`config.mk`:
```
export PLATFORM = sky130hd
export DESIGN_NAME = frame_writer
export DESIGN_NICKNAME = d
export VERILOG_FILES = /design/src/rtl/frame_writer_pkg.sv /design/src/rtl/frame_writer_fifo.sv /design/src/rtl/frame_writer.sv
export SDC_FILE = /design/constraint.sdc
export NUM_CORES = 1
export LEC_CHECK = 0
export ABC_CLOCK_PERIOD_IN_PS = 5500
export BUFFER_PORTS_ARGS = -buffer_cell sky130_fd_sc_hd__buf_2
export CAP_MARGIN = 20
export CORE_MARGIN = 5
export CORE_UTILIZATION = 60
export DETAILED_ROUTE_END_ITERATION = 8
export PLACE_DENSITY = 0.88
export SYNTH_ARGS = -nofsm -noshare
export SYNTH_HDL_FRONTEND = slang
export SYNTH_SLANG_ARGS = --single-unit
```
`constraint.sdc`:
```
create_clock -name clk -period 5.5 [get_ports clk]
set_input_delay 0.275 -clock clk [delete_from_list [all_inputs] [get_ports clk]]
set_output_delay 0.275 -clock clk [all_outputs]
set_load 0.02 [all_outputs]
```
`src/rtl/frame_writer_pkg.sv`:
```
// Shared types and defaults for the frame writer: FSM encoding, address width
// and default frame/burst geometry.
package frame_writer_pkg;

  localparam int ADDR_W          = 24;
  localparam int DEF_FRAME_WORDS = 153600;
  localparam int DEF_BURST_LEN   = 8;

  typedef enum logic [1:0] {
    ST_IDLE = 2'd0,
    ST_REQ  = 2'd1,
    ST_DATA = 2'd2
  } fw_state_e;

endpackage

```
`src/rtl/frame_writer_fifo.sv`:
```
// Synchronous first-word-fall-through word FIFO with occupancy count and flush.
// A push while full is accepted when a pop happens in the same cycle.
module frame_writer_fifo #(
  parameter int WIDTH = 32,
  parameter int DEPTH = 16,
  localparam int CNT_W = $clog2(DEPTH + 1),
  localparam int PTR_W = $clog2(DEPTH)
) (
  input  logic             clk,
  input  logic             rst,
  input  logic             flush,
  input  logic             push,
  input  logic [WIDTH-1:0] push_data,
  input  logic             pop,
  output logic [WIDTH-1:0] head,
  output logic [CNT_W-1:0] count,
  output logic             full
);

  logic [WIDTH-1:0] mem_q [DEPTH];
  logic [PTR_W-1:0] wr_ptr_q, wr_ptr_d, rd_ptr_q, rd_ptr_d;
  logic [CNT_W-1:0] count_q, count_d;
  logic             push_ok, pop_ok;

  function automatic logic [PTR_W-1:0] next_ptr(input logic [PTR_W-1:0] p);
    return (p == PTR_W'(DEPTH - 1)) ? '0 : p + PTR_W'(1);
  endfunction

  assign full    = (count_q == CNT_W'(DEPTH));
  assign pop_ok  = pop && (count_q != '0);
  assign push_ok = push && (!full || pop_ok);
  assign head    = mem_q[rd_ptr_q];
  assign count   = count_q;

  always_comb begin
    wr_ptr_d = wr_ptr_q;
    rd_ptr_d = rd_ptr_q;
    count_d  = count_q;
    if (flush) begin
      wr_ptr_d = '0;
      rd_ptr_d = '0;
      count_d  = '0;
    end else begin
      if (push_ok) wr_ptr_d = next_ptr(wr_ptr_q);
      if (pop_ok)  rd_ptr_d = next_ptr(rd_ptr_q);
      if (push_ok && !pop_ok)      count_d = count_q + CNT_W'(1);
      else if (!push_ok && pop_ok) count_d = count_q - CNT_W'(1);
    end
  end

  always_ff @(posedge clk or posedge rst) begin
    if (rst) begin
      wr_ptr_q <= '0;
      rd_ptr_q <= '0;
      count_q  <= '0;
    end else begin
      wr_ptr_q <= wr_ptr_d;
      rd_ptr_q <= rd_ptr_d;
      count_q  <= count_d;
    end
  end

  // Storage carries no reset; only entries below count are ever observed.
  always_ff @(posedge clk) begin
    if (push_ok && !flush) mem_q[wr_ptr_q] <= push_data;
  end

endmodule

```
`src/rtl/frame_writer.sv`:
```
// Packs RGB565 pixel pairs into 32-bit words and writes them to memory in bursts.
// Define FRAME_WRITER_DOUBLE_BUF_EN to alternate between two frame buffers.
module frame_writer
  import frame_writer_pkg::*;
#(
  parameter int BASE_ADDR0  = 0,
  parameter int BASE_ADDR1  = 153600,
  parameter int FRAME_WORDS = DEF_FRAME_WORDS,
  parameter int BURST_LEN   = DEF_BURST_LEN,
  parameter int FIFO_DEPTH  = 16
) (
  input  logic              clk,
  input  logic              rst,
  input  logic              frame_start,
  input  logic              pix_valid,
  input  logic [15:0]       pix_data,
  output logic              burst_req,
  output logic [ADDR_W-1:0] burst_addr,
  input  logic              burst_gnt,
  output logic              wr_valid,
  output logic [31:0]       wr_data,
  input  logic              wr_ready,
  output logic              frame_done,
  output logic              overflow,
  output logic              disp_buf
);

  localparam int CNT_W  = $clog2(FIFO_DEPTH + 1);
  localparam int BEAT_W = $clog2(BURST_LEN + 1);

  fw_state_e         state_q, state_d;
  logic [ADDR_W-1:0] offset_q, offset_d, offset_inc, base_addr;
  logic [BEAT_W-1:0] beat_q, beat_d;
  logic [15:0]       lo_q, lo_d;
  logic              half_q, half_d, pending_q, pending_d, overflow_q, overflow_d;
  logic              pop, last_beat, wrap, clear, pix_take, word_done, fifo_full;
  logic [CNT_W-1:0]  fifo_count;
  logic [31:0]       fifo_head;

  frame_writer_fifo #(.WIDTH(32), .DEPTH(FIFO_DEPTH)) u_fifo (
    .clk       (clk),
    .rst       (rst),
    .flush     (clear),
    .push      (word_done),
    .push_data ({pix_data, lo_q}),
    .pop       (pop),
    .head      (fifo_head),
    .count     (fifo_count),
    .full      (fifo_full)
  );

  // A frame restart seen mid-burst is deferred and applied once back in IDLE.
  assign clear      = (state_q == ST_IDLE) && (frame_start || pending_q);
  assign pix_take   = pix_valid && !frame_start && !pending_q;
  assign word_done  = pix_take && half_q;
  assign pop        = (state_q == ST_DATA) && wr_ready;
  assign last_beat  = pop && (beat_q == BEAT_W'(BURST_LEN - 1));
  assign offset_inc = offset_q + ADDR_W'(BURST_LEN);
  assign wrap       = (offset_inc == ADDR_W'(FRAME_WORDS));

  assign burst_req  = (state_q == ST_REQ);
  assign burst_addr = base_addr + offset_q;
  assign wr_valid   = (state_q == ST_DATA);
  assign wr_data    = wr_valid ? fifo_head : 32'h0;
  assign frame_done = last_beat && wrap;
  assign overflow   = overflow_q;

  always_comb begin
    state_d    = state_q;
    offset_d   = offset_q;
    beat_d     = beat_q;
    lo_d       = lo_q;
    half_d     = half_q;
    pending_d  = pending_q;
    overflow_d = overflow_q;
    if (pix_take) begin
      if (!half_q) lo_d = pix_data;
      half_d = !half_q;
    end
    if (word_done && fifo_full && !pop) overflow_d = 1'b1;
    if (frame_start && (state_q != ST_IDLE)) pending_d = 1'b1;
    case (state_q)
      ST_IDLE: begin
        if (clear) begin
          half_d     = 1'b0;
          offset_d   = '0;
          overflow_d = 1'b0;
          pending_d  = 1'b0;
        end else if (fifo_count >= CNT_W'(BURST_LEN)) begin
          state_d = ST_REQ;
        end
      end
      ST_REQ: begin
        if (burst_gnt) begin
          state_d = ST_DATA;
          beat_d  = '0;
        end
      end
      ST_DATA: begin
        if (pop) beat_d = beat_q + BEAT_W'(1);
        if (last_beat) begin
          state_d  = ST_IDLE;
          beat_d   = '0;
          offset_d = wrap ? '0 : offset_inc;
        end
      end
      default: state_d = ST_IDLE;
    endcase
  end

  always_ff @(posedge clk or posedge rst) begin
    if (rst) begin
      state_q    <= ST_IDLE;
      offset_q   <= '0;
      beat_q     <= '0;
      lo_q       <= '0;
      half_q     <= 1'b0;
      pending_q  <= 1'b0;
      overflow_q <= 1'b0;
    end else begin
      state_q    <= state_d;
      offset_q   <= offset_d;
      beat_q     <= beat_d;
      lo_q       <= lo_d;
      half_q     <= half_d;
      pending_q  <= pending_d;
      overflow_q <= overflow_d;
    end
  end

`ifdef FRAME_WRITER_DOUBLE_BUF_EN
  logic base_sel_q, base_sel_d, disp_q, disp_d;

  always_comb begin
    base_sel_d = base_sel_q;
    disp_d     = disp_q;
    if (frame_done) begin
      base_sel_d = !base_sel_q;
      disp_d     = base_sel_q;
    end
  end

  always_ff @(posedge clk or posedge rst) begin
    if (rst) begin
      base_sel_q <= 1'b0;
      disp_q     <= 1'b0;
    end else begin
      base_sel_q <= base_sel_d;
      disp_q     <= disp_d;
    end
  end

  assign base_addr = base_sel_q ? ADDR_W'(BASE_ADDR1) : ADDR_W'(BASE_ADDR0);
  assign disp_buf  = disp_q;
`else
  assign base_addr = ADDR_W'(BASE_ADDR0);
  assign disp_buf  = 1'b0;
`endif

endmodule

```
==> results.md <==
* Largest family of logic cells by synthesized area: multiplexers
* Clock Sinks at approximately 570
* Wire per inst at 32.74 um
* Top cell type's share of synthesized area at 0.6687
* VDD IR max at between 0.4 and 0.5 mV
* DP HPWL at between 30,000 and 40,000 um
* Post-synthesis sequential area ratio at 0.7329
* Setup CP Type: flop to flop
* Max Clock Skew at approximately 0.032 ns
* Reg area at about 17,000 sq um
* Number of synthesized flops with an enable pin at 512
* Max Buffers Root-to-Sink at 3
* Wirelength, routed at 58,700 um
* Routed Antenna Nets at 0
* Fillers at 2,186
* Critical Path RT at 5.70 ns
* Synth Flop Type: edfxtp_1
* Clock transition at path regs at 0.08 ns
* Simple-Gate Fraction of Synth Area at 0.04305
* Vias in the first global route at 12.08k
* Post-Synth XOR/XNOR Area at 0.003428
* Port buffer count at 78
* Synth area leader: edfxtp_1
* Core area at 37,760 sq um
* Final setup viols at 0
* Setup TNS at 0 ns
* Cell Area, Synth at 22,990 sq um
* Reg2Reg Launch Point: state_q[0]
* Nets at 1,274
* Synth unique cells at 68
* Routed met3 length at 6228 um
* Antenna violations before repair at 4
* Crit path DAT at 4.12 ns
* Hold_buf cts at 2
* Layout cells sized above 1 at 0.3005
* M1 WL at about 21,000 um
* Post-CTS Resized at 0
* Placer Congestion at 0.8674
* Total GRT Usage at 0.2744
* Setup Slack @ Placement at between 1.5 and 2 ns
* Highest routed layer: met5
* Adder and majority cell fraction of the synthesized area at 0.009578
* Overflow after GRT at 0
* Layout area overhead at 13.22%
* CP Launch Type: flop
* Hold Fails Final Rpt at 0
* Total die area at 42,340 sq um
* TritonCTS clock tree: done
* MaxCap Viol Count at 0
* H-tree depth at 2
* Overall power at 11.22 mW
* TritonRoute pass-1 iters at 6
* Least-Margin Pin Slew at approximately 1.2 ns
* Via count at 12.41k
* Synth top cells by count: edfxtp_1 (512), mux4_2 (160), dfrtp_1 (59)
* Num CTS Buffers at 54
* Remaining DRCs at 0
* Fin crit share at 0.7129
* Hold Crit Start: pix_data[14]
* Leakage power at 8.456 nW
* PwrDens at 431.0 nW/um^2
* Critical Path Fanout Max at 32
* Post-CTS Setup Inserts at 0
* Fin worst setup slack at 1.579 ns
* Syn avg cell area at 20.13 sq um
* Status: finished clean
* Async SR Flop Fraction at 0.1033
* 1st-iter DRT viols at around 1.6k
* Area taken by multi-input logic gates at 5908 sq um
* Synth Area in Compound Gates at 0.02890
* # rows at a little over 70
* Vias/cell at 6.924
* Yosys reg bits at 571
* Fin crit period at 3.921 ns
* Max-Slew Margin vs Limit at 0.2281
* Synthesized instance count at around 1.1k
* Most common cell in the netlist: edfxtp_1
* Worst-Skew Late Latency at between 0.6 and 0.7 ns
* Starting Density at 0.6090
* HP Class: input port to flop
* Fmax at 0.2550 GHz
* Die Wd at 205.8 um
* DR WL met2 at 29,730 um
* CP startpoint: state_q[0]
* Worst setup EP type: flop
* Die Span Y at 205.8 um
* RSZ-0062 raised after global routing: false
* CTS root buffer: clkbuf_16
* Fin util at 0.6895
* Area contributors post-synth: edfxtp_1 (67%), mux4_2 (16%), dfrtp_1 (6.4%)
* Top Ports at 83
* Largest net degree at the start of global routing at 87
* Mux cell area share after synthesis at 0.1663
* First-pass GRT wire length at 83,430 um
* Yosys Warn Count at 0
* Pins over their slew limit at 0
## worst max-delay path, cell delays in order, from the launching register on
cell	delay [ns]
dfrtp_1	0.39
inv_1	0.10
ha_2	0.19
nand2_1	0.12
a31oi_1	0.93
nor2b_1	0.45
nand2_1	0.35
nor2_4	0.98
## metal layers
metal,vias to the layer above,GRT usage
met3,128,0.07013
met5,-,0
met4,6,0.06699
met2,957,0.4493
met1,6457,0.3795
li1,4866,-
## cells by family (layout without fill, tap and decap cells)
logic type	after synthesis	count (layout)
other cells	1	5
flops	571	571
buf+inv	84	220
xor+xnor	9	9
simple gates	181	181
mux	180	180
compound gates	99	99
fa+ha+maj	17	17
## sequential cells by signal, summed over array words and instances (netlist names)
name,flops
u_fifo.mem_q,512
pending_q,1
u_fifo.wr_ptr_q,4
lo_q,16
half_q,1
u_fifo.count,5
overflow,1
beat_q,4
u_fifo.rd_ptr_q,4
offset_q,21
state_q,2
## worst paths after layout
| kind | slack (ns) | cells after the start | endpoint |
|---|---|---|---|
| max in group asynchronous | 4.41 | 4 | u_fifo.rd_ptr_q[1] |
| worst max-delay path | 1.58 | 7 | u_fifo.mem_q[6][7] |
| worst min register to register | 0.51 | 2 | pending_q |
| worst min-delay path | 0.08 | 1 | u_fifo.mem_q[11][30] |
| min in group asynchronous | 0.49 | 4 | beat_q[3] |
| worst max register to register | 1.58 | 7 | u_fifo.mem_q[6][7] |
## through the flow
stage                     instances  area, sq um  hold WS (ns)
after floorplan                1145        23000        0.3739
after global placement         1682        24020        0.5038
after detailed placement       1682        24020        0.5074
after CTS                      1786        25870       0.04859
after global routing           1792        26030       0.08156
final                          1793        26030       0.08105
## layout by cell type (no fill, tap or decap), types with 5 or more instances in the layout
cell	n
buf_4	13
edfxtp_1	512
a21oi_1	22
a22oi_1	5
clkinv_1	10
nand3_1	9
o21ai_0	23
xnor2_1	6
ha_1	15
dfrtp_1	55
clkbuf_1	18
nand2b_1	5
inv_1	15
bufinv_16	7
a22o_1	7
nor3_1	14
nor3_2	6
nand2_1	42
mux4_2	160
clkinv_2	5
nor2_4	12
nand4_1	6
buf_2	78
a21o_1	8
and2_1	34
nor2_1	23
buf_16	5
mux2_2	16
clkbuf_16	55
## area by class of cell
type / instances / area share
clock inverter: 26 / 0.01341
sequential: 571 / 0.6477
inverter: 16 / 0.002307
multi-input combinational: 490 / 0.2270
tap: 511 / 0.02456
timing repair buffer: 102 / 0.02788
clock buffer: 76 / 0.05705
antenna: 1 / 0.00009613
## report_power, final
group	internal (mW)	leakage [nW]	switching, mW
clock	2.22	0.882	1.66
combinational	0.789	2.19	0.895
sequential	5.14	5.38	0.509
total	8.15	8.46	3.07
Note: power is estimated with default switching activity, not from simulation.
